### src/rtl/scfifo_arb_pkg.sv
// Shared types and helpers for the scfifo_wr_arb round-robin FIFO write arbiter.
package scfifo_arb_pkg;

   typedef enum logic {
      IDLE = 1'b0,
      LOCK = 1'b1
   } arb_state_e;

   localparam int BURST_MAX_DEF = 4;

   function automatic int clog2_min1(input int n);
      int w;
      w = 1;
      while ((1 << w) < n) w++;
      return w;
   endfunction

endpackage

### src/rtl/scfifo_wr_arb_rr_pick.sv
// Combinational round-robin picker: first set request at or above ptr, wrapping.
module rr_pick #(
   parameter int NREQ = 4,
   parameter int IW   = 2
) (
   input  logic [NREQ-1:0] req,
   input  logic [IW-1:0]   ptr,
   output logic [NREQ-1:0] gnt,
   output logic [IW-1:0]   idx,
   output logic            any
);

   always_comb begin
      int p;
      gnt = '0;
      idx = '0;
      any = 1'b0;
      p   = 0;
      for (int k = 0; k < NREQ; k++) begin
         p = int'(ptr) + k;
         if (p >= NREQ) p = p - NREQ;
         if (!any && req[p]) begin
            any    = 1'b1;
            gnt[p] = 1'b1;
            idx    = IW'(p);
         end
      end
   end

endmodule

### src/rtl/scfifo_wr_arb.sv
// Round-robin arbiter sharing one ScFifo2 write port among NREQ producers.
// Optional burst lock is compiled in with `define SCFIFO_ARB_BURST_EN.
module scfifo_wr_arb
   import scfifo_arb_pkg::*;
#(
   parameter int NREQ      = 4,
   parameter int DW        = 8,
   parameter int CW        = 16,
   parameter int BURST_MAX = BURST_MAX_DEF
) (
   input  logic                      clk,
   input  logic                      rst,
   input  logic [NREQ-1:0]           req_valid,
   input  logic [NREQ*DW-1:0]        req_data,
   output logic [NREQ-1:0]           req_ready,
   input  logic                      fifo_full,
   output logic                      fifo_write,
   output logic [DW-1:0]             fifo_din,
   output logic [$clog2(NREQ)-1:0]   grant_id,
   input  logic                      cnt_clr,
   output logic [NREQ*CW-1:0]        acc_cnt
);

   localparam int IW = clog2_min1(NREQ);

   if (NREQ < 2 || NREQ > 16 || BURST_MAX < 1) begin : g_bad_cfg
      $error("scfifo_wr_arb: unsupported NREQ/BURST_MAX");
   end

   logic [IW-1:0]      ptr_q, ptr_d;
   logic [IW-1:0]      last_q, last_d;
   logic [NREQ*CW-1:0] acc_q, acc_d;

   logic [NREQ-1:0]    pick_req;
   logic [IW-1:0]      pick_ptr;
   logic [NREQ-1:0]    gnt;
   logic [IW-1:0]      idx;
   logic               any;
   logic               beat;

   function automatic logic [IW-1:0] ptr_inc(input logic [IW-1:0] v);
      return (int'(v) == NREQ - 1) ? '0 : v + IW'(1);
   endfunction

   rr_pick #(
      .NREQ (NREQ),
      .IW   (IW)
   ) u_pick (
      .req  (pick_req),
      .ptr  (pick_ptr),
      .gnt  (gnt),
      .idx  (idx),
      .any  (any)
   );

   // fifo_full and rst gate the handshake combinationally so a full FIFO is never written.
   always_comb begin
      req_ready  = (fifo_full || rst) ? '0 : gnt;
      fifo_write = |(req_valid & req_ready);
      beat       = fifo_write;
      fifo_din   = req_data[int'(idx)*DW +: DW];
      grant_id   = (any && !rst) ? idx : last_q;
      last_d     = any ? idx : last_q;
      acc_cnt    = acc_q;
   end

`ifdef SCFIFO_ARB_BURST_EN
   localparam int BW = clog2_min1(BURST_MAX + 1);

   arb_state_e     state_q, state_d;
   logic [IW-1:0]  lock_q, lock_d;
   logic [BW-1:0]  beats_q, beats_d;

   always_comb begin
      pick_req = (state_q == LOCK) ? (req_valid & (NREQ'(1) << lock_q)) : req_valid;
      pick_ptr = (state_q == LOCK) ? lock_q : ptr_q;
      state_d  = state_q;
      lock_d   = lock_q;
      beats_d  = beats_q;
      ptr_d    = beat ? ptr_inc(idx) : ptr_q;
      case (state_q)
         IDLE: begin
            if (beat && BURST_MAX > 1 && req_valid[idx]) begin
               state_d = LOCK;
               lock_d  = idx;
               beats_d = BW'(1);
            end
         end
         LOCK: begin
            if (!req_valid[lock_q]) begin
               state_d = IDLE;
               beats_d = '0;
               ptr_d   = ptr_inc(lock_q);
            end else if (beat) begin
               beats_d = beats_q + BW'(1);
               if (beats_d == BW'(BURST_MAX)) begin
                  state_d = IDLE;
               end
            end
         end
         default: state_d = IDLE;
      endcase
   end

   always_ff @(posedge clk) begin
      if (rst) begin
         state_q <= IDLE;
         lock_q  <= '0;
         beats_q <= '0;
      end else begin
         state_q <= state_d;
         lock_q  <= lock_d;
         beats_q <= beats_d;
      end
   end
`else
   always_comb begin
      pick_req = req_valid;
      pick_ptr = ptr_q;
      ptr_d    = beat ? ptr_inc(idx) : ptr_q;
   end
`endif

   // Clear wins over a same-cycle increment; counters stick at all-ones.
   always_comb begin
      acc_d = acc_q;
      if (cnt_clr) begin
         acc_d = '0;
      end else if (beat) begin
         for (int i = 0; i < NREQ; i++) begin
            if (gnt[i] && (acc_q[i*CW +: CW] != {CW{1'b1}})) begin
               acc_d[i*CW +: CW] = acc_q[i*CW +: CW] + CW'(1);
            end
         end
      end
   end

   always_ff @(posedge clk) begin
      if (rst) begin
         ptr_q  <= '0;
         last_q <= '0;
         acc_q  <= '0;
      end else begin
         ptr_q  <= ptr_d;
         last_q <= last_d;
         acc_q  <= acc_d;
      end
   end

endmodule

### config.mk
export PLATFORM = sky130hd
export DESIGN_NAME = scfifo_wr_arb
export DESIGN_NICKNAME = d
export VERILOG_FILES = /design/src/rtl/scfifo_arb_pkg.sv /design/src/rtl/scfifo_wr_arb_rr_pick.sv /design/src/rtl/scfifo_wr_arb.sv
export SDC_FILE = /design/constraint.sdc
export NUM_CORES = 1
export LEC_CHECK = 0
export CORE_MARGIN = 2
export CORE_UTILIZATION = 48
export CTS_CLUSTER_SIZE = 10
export DETAILED_ROUTE_END_ITERATION = 12
export HOLD_SLACK_MARGIN = 0.05
export PLACE_DENSITY = 0.82
export SLEW_MARGIN = 40
export SYNTH_ARGS = -nofsm -noshare
export SYNTH_HDL_FRONTEND = slang
export SYNTH_SLANG_ARGS = --single-unit
### constraint.sdc
create_clock -name clk -period 5.43 [get_ports clk]
set_clock_uncertainty 0.2 [all_clocks]
set_input_delay 1.086 -clock clk [delete_from_list [all_inputs] [get_ports clk]]
set_output_delay 1.086 -clock clk [all_outputs]
set_load 0.005 [all_outputs]
; ---- Yosys cells after proc, flatten, opt, wreduce, memory -nomap -nowiden
; Index checks and enable logic that the tools add are counted.
[totals]
out_inout_bits = 79
wordCells = 102
ff_bits = 68
[classes]
n_bitwise = 4
shifts = 1
order_cmp = 12
n_eq_ne = 5
reduce_logical = 23
addsub = 12
n_mux = 39
[op_table]
columns = cell, n
row1 = "32-bit by 1-bit >= comparator with 1-bit output, second input constant", 4
row2 = "32-bit by 4-bit < comparator with 1-bit output, second input constant", 4
row3 = 32-bit 2-to-1 mux, 4
row4 = "32-bit by 4-bit >= comparator with 1-bit output, second input constant", 3
row5 = "32-bit by 4-bit subtractor with 32-bit output, second input constant", 3
row6 = "16-bit by 1-bit adder with 16-bit output, second input constant", 4
row7 = "16-bit inequality test, second input constant", 4
row8 = 32-bit by 6-bit indexed part select with 8-bit output, 1
row9 = 4-bit 2-to-1 mux, 5
row10 = 1-bit 2-to-1 mux, 16
row11 = 1-bit logical AND, 12
row12 = 2-bit 2-to-1 mux, 6
row13 = 4-bit bitwise OR, 3
row14 = 1-bit binary-select mux with 2-bit select, 4
row15 = 1-bit demux with 2-bit select, 4
row16 = 2-bit AND reduction, 4
row17 = "2-bit by 2-bit adder with 3-bit output, second input constant", 2
row18 = 4-bit bitwise AND, 1
row19 = 1-bit zero test, 4
row20 = 4-bit OR reduction, 1
row21 = "2-bit by 3-bit subtractor with 4-bit output, second input constant", 1
row22 = "2-bit by 1-bit adder with 3-bit output, second input constant", 1
row23 = "2-bit by 3-bit >= comparator with 1-bit output, second input constant", 1
row24 = "2-bit by 1-bit adder with 2-bit output, second input constant", 1
row25 = other kinds (3), 3

; ---- Depth between registers and ports, before layout
[logic_depth]
depth_word = 19
depth_mapped = 15
depth_no_buf = 11

; ---- By module
; Synthesis repeated with hierarchy kept, for this count alone.
[hier_totals]
cells_unflattened = 450
area_unflattened_um2 = 4559.4
[modules_own_cells]
columns = mod, n_inst, cells_each, area_per_inst_um2
row1 = scfifo_wr_arb, 1, 402, 4102.7
row2 = rr_pick, 1, 48, 456.7

; ---- Worst setup path before layout
; No wires, ideal clock.
[synth_timing]
kind = reg-to-output
startpoint = register ptr_q[0], in the netlist pick_ptr[0]
endpoint = output fifo_din[1]
n_path_buf = 4
path_slack_ns = 0.993
stages_incl_launch_ff = 13
arrival_time_ns = 3.151
cell_sequence = dfxtp_1 -> buf_6 -> buf_2 -> inv_1 -> ha_1 -> buf_6 -> or4b_1 -> nor3_2 -> or3_1 -> a21oi_1 -> a31oi_1 -> buf_2 -> mux4_2
[synth_between]
elab_chain_cells = 16
[synth_rtl]
columns = item, line
row1 = from (decl), scfifo_wr_arb.sv:30  ; logic [IW-1:0] ptr_q, ptr_d;
row2 = from (signal assigned), scfifo_wr_arb.sv:144  ; ptr_q <= ptr_d;
row3 = branches (longest 14 deep; another with 32-bit by 4-bit subtractor with 32-bit output), -
row4 = 2-bit 2-to-1 mux *, scfifo_wr_arb_rr_pick.sv:22  ; if (!any && req[p]) begin
row5 = named net idx[1], scfifo_wr_arb.sv:37  ; logic [IW-1:0] idx;
row6 = 32-bit by 6-bit indexed part select with 8-bit output *, scfifo_wr_arb.sv:61  ; fifo_din = req_data[int'(idx)*DW +: DW];
row7 = to (decl), scfifo_wr_arb.sv:18  ; output logic [DW-1:0] fifo_din,
; Mark *: on every way through the listed nets, which the timed path passes. The select of a mux whose other input is x is not followed.

; ---- Worst setup path in the final report
[layout_timing]
startpoint = input req_valid[0]
endpoint = output fifo_din[2]
[layout_between]
elab_chain_cells = 14
[layout_rtl]
columns = item, line
row1 = from (decl), scfifo_wr_arb.sv:13  ; input logic [NREQ-1:0] req_valid,
row2 = 1-bit binary-select mux with 2-bit select, scfifo_wr_arb_rr_pick.sv:22
row3 = 1-bit 2-to-1 mux (not written as such) (2 in series), scfifo_wr_arb_rr_pick.sv:22
row4 = 1-bit 2-to-1 mux, scfifo_wr_arb_rr_pick.sv:22
row5 = 1-bit zero test, scfifo_wr_arb_rr_pick.sv:22
row6 = 1-bit logical AND, scfifo_wr_arb_rr_pick.sv:22
row7 = 1-bit 2-to-1 mux, scfifo_wr_arb_rr_pick.sv:22
row8 = 1-bit zero test, scfifo_wr_arb_rr_pick.sv:22
row9 = 1-bit logical AND, scfifo_wr_arb_rr_pick.sv:22
row10 = 1-bit 2-to-1 mux, scfifo_wr_arb_rr_pick.sv:22
row11 = 1-bit zero test, scfifo_wr_arb_rr_pick.sv:22
row12 = 1-bit logical AND, scfifo_wr_arb_rr_pick.sv:22
row13 = 2-bit 2-to-1 mux *, scfifo_wr_arb_rr_pick.sv:22
row14 = 32-bit by 6-bit indexed part select with 8-bit output *, scfifo_wr_arb.sv:61
; Mark *: on every way between the ends. The rest lies on a longest branch, timed or not. The select of a mux whose other input is x is not followed.

==> flow_metrics.tcl <==
set metrics [dict create \
    ctsHoldBuffers 0 \
    syn-instance-count 468 \
    p_per_area_nw_per_um2 257 \
    leakagePower_nw 1.87 \
    dp_hpwl_um 8040 \
    dieWidth_um 96.9 \
    crit_path_cell_trace "clkdlybuf4s50_1 > or3b_1 > a2111oi_2 > or3_1 > a21oi_1 > a31oi_1 > buf_4 > mux4_2 > clkdlybuf4s50_1" \
    slew_violations 0 \
    yosysUniqueCellTypes 61 \
    drive_above_1_share 0.125 \
    remaining_drc_errors 0 \
    clock.fmax_ghz 0.193 \
    tightest_slew_ps 721 \
    hp-class "flop to flop" \
    fin_crit_sh 0.955 \
    viasPerCell 5.69 \
    port_buffers 118 \
    cts_num_sinks 68 \
    cts_tree "done" \
    clockBufferDepth 2 \
    antenna_found_initial 0 \
    grt_pass1_wl_um 18700 \
    synth_edf_count 0 \
    cts.htree.levels 3 \
    post-cts-setup-buffers 0 \
    worstPathArrival_ps 3900 \
    seq_area_um2 1360 \
    cts_root_buffer "clkbuf_8" \
    cpLargestDelayFamily "buffers and inverters" \
    coreArea_um2 8300 \
    dieArea_um2 9380 \
    synth.avg_cell_area_um2 8.85 \
    grt.total_usage 0.235 \
    cts.clk_slew.worst_paths_ps 80 \
    status "completed" \
    area_growth_pct 36.9 \
    rows 33 \
    multi_input_area_um2 2630 \
    grt_overflow 0 \
    worst_path_max_delay_cell "mux4_2" \
    setup_viol 0 \
    fin_crit_ps 5190 \
    post-route-util 0.683 \
    cts_resized 0 \
    path_buf_inv 3 \
    wl_um 11000 \
    vdd_drop_max_mv 0.181 \
    wire_per_inst_um 15.8 \
    synth_seq_cells 68 \
    maxCapViolCount 0 \
    synth_warnings 0 \
    io_pins 119 \
    slew_headroom 0.519 \
    cts_buffers 9 \
    cpMostUsedCell "clkdlybuf4s50_1" \
    fin_setup_tns_ps 0 \
    globalplace.congestion 0.893 \
    required_ps 4140 \
    die_h_um 96.9 \
    clock_latency_ps 340 \
    antenna_left 0 \
    drtPass1Iterations 4 \
    grt_max_degree 46 \
    cp_max_fo 11 \
    synthArstFlopShare 0 \
    vias 3967 \
    max_stage_delay_ps 530 \
    nets 636 \
    fill_cells 655 \
    hold_violations 0 \
    drtIter0Drc 170 \
    n_antenna_cell 0 \
    syn-num-nets 517 \
    seq_area_frac_synth 0.329 \
    initial_utilization 0.499 \
    grt_pass1_vias 3928 \
    rsz0062_at_grt "no" \
    critPathKind "input port to primary output" \
    cp-end-kind "primary output" \
    syn_area_um2 4140 \
    synthFlopType "dfxtp_1" \
    start_kind "input port" \
]
==> per-layer routing <==
layer / track usage / vias to the layer above / part of all wire / wire length, um
met5: 0 / - / 0 / 0
met4: 0.0639 / 0 / 0.013 / 148
met3: 0.0556 / 20 / 0.052 / 571
met2: 0.403 / 138 / 0.50 / 5520
met1: 0.296 / 1897 / 0.43 / 4770
li1: - / 1912 / - / -
==> power by group <==
part           total, W  switching [W]  internal, W
Sequential     0.000515     0.00000946     0.000506
Clock          0.000467       0.000206     0.000261
Combinational  0.000476       0.000245     0.000231
==> registers in the layout (all words and copies together) (netlist names) <==
register	count
acc_cnt	64
last_q	2
pick_ptr	2
==> cell usage in the layout, fill, tap and decap left out, types with 7 or more instances in the layout <==
cell,n
nor4_1,8
nand2_1,35
nor2_1,71
nor4_2,10
buf_4,15
nand3_1,18
and3_1,15
a21oi_1,18
clkdlybuf4s50_1,118
dfxtp_1,68
or3_1,8
inv_1,9
ha_1,9
mux2i_1,11
mux4_2,11
clkbuf_8,9
nor3_1,7
xnor2_1,37
nand4_1,15
xor2_1,15
==> area by class of cell <==
cell class | count | area share
multi-input cells | 366 | 0.463
flip-flops and latches | 68 | 0.240
repair buffers | 133 | 0.228
well taps | 105 | 0.0232
clock buffers | 9 | 0.0218
clock inverters | 7 | 0.0172
inverters | 9 | 0.00596
==> Yosys cell counts, drive strengths merged, types with 4 or more instances <==
library cell	count	area (um^2)
nor3	9	50.1
ha	9	113
o21ai	6	30.0
nor4	18	175
a21oi	20	115
nor2b	5	38.8
nand2	35	131
xor2	15	131
nand3	19	108
xnor2	37	324
and3	16	105
dfxtp	68	1360
nand4	15	93.8
mux2i	11	110
clkbuf	11	41.3
a211oi	7	62.6
nand3b	4	30.0
and2	5	31.3
or3	8	50.1
inv	9	33.8
mux4	11	248
nor2	71	267
buf	14	101
==> through the flow <==
step | area (um^2) | setup WS (ps) | hold WS, ps | cells | total power (W)
after CTS | 5660 | 117 | 268 | 697 | 0.00146
after floorplan | 4140 | 993 | 234 | 468 | 0.000837
after global placement | 5430 | 250 | 252 | 681 | 0.000983
after global routing | 5670 | 139 | 306 | 697 | 0.00153
final | 5670 | 243 | 269 | 697 | 0.00146
after detailed placement | 5440 | 124 | 257 | 681 | 0.000995
==> logic make-up (layout without fill, tap and decap cells) <==
logic type / Yosys count / count (layout) / synth area share
AOI/OAI and AO/OA: 58 / 58 / 0.105
xor gates and xnor gates: 52 / 52 / 0.110
adders and majority gates: 9 / 9 / 0.0272
buffers and inverters: 34 / 158 / 0.0426
DFF: 68 / 68 / 0.329
muxes: 24 / 24 / 0.0919
and+or+nand+nor: 223 / 223 / 0.295
==> worst min-delay path, delay by kind of cell, from the launching register on <==
kind,cells,cell delay (ps)
DFF,1,320
AOI/OAI and AO/OA,1,60
and+or+nand+nor,1,50
==> final timing paths <==
path | slack (ps) | to | from | depth (start not counted)
worst max-delay path | 240 | fifo_din[2] | req_valid[0] | 9
worst min-delay path | 270 | last_q[0] | last_q[0] | 2
worst max register to register | 1210 | acc_cnt[31] | pick_ptr[1] | 12
worst min register to register | 270 | last_q[0] | last_q[0] | 2
(Power assumes the default switching activity.)
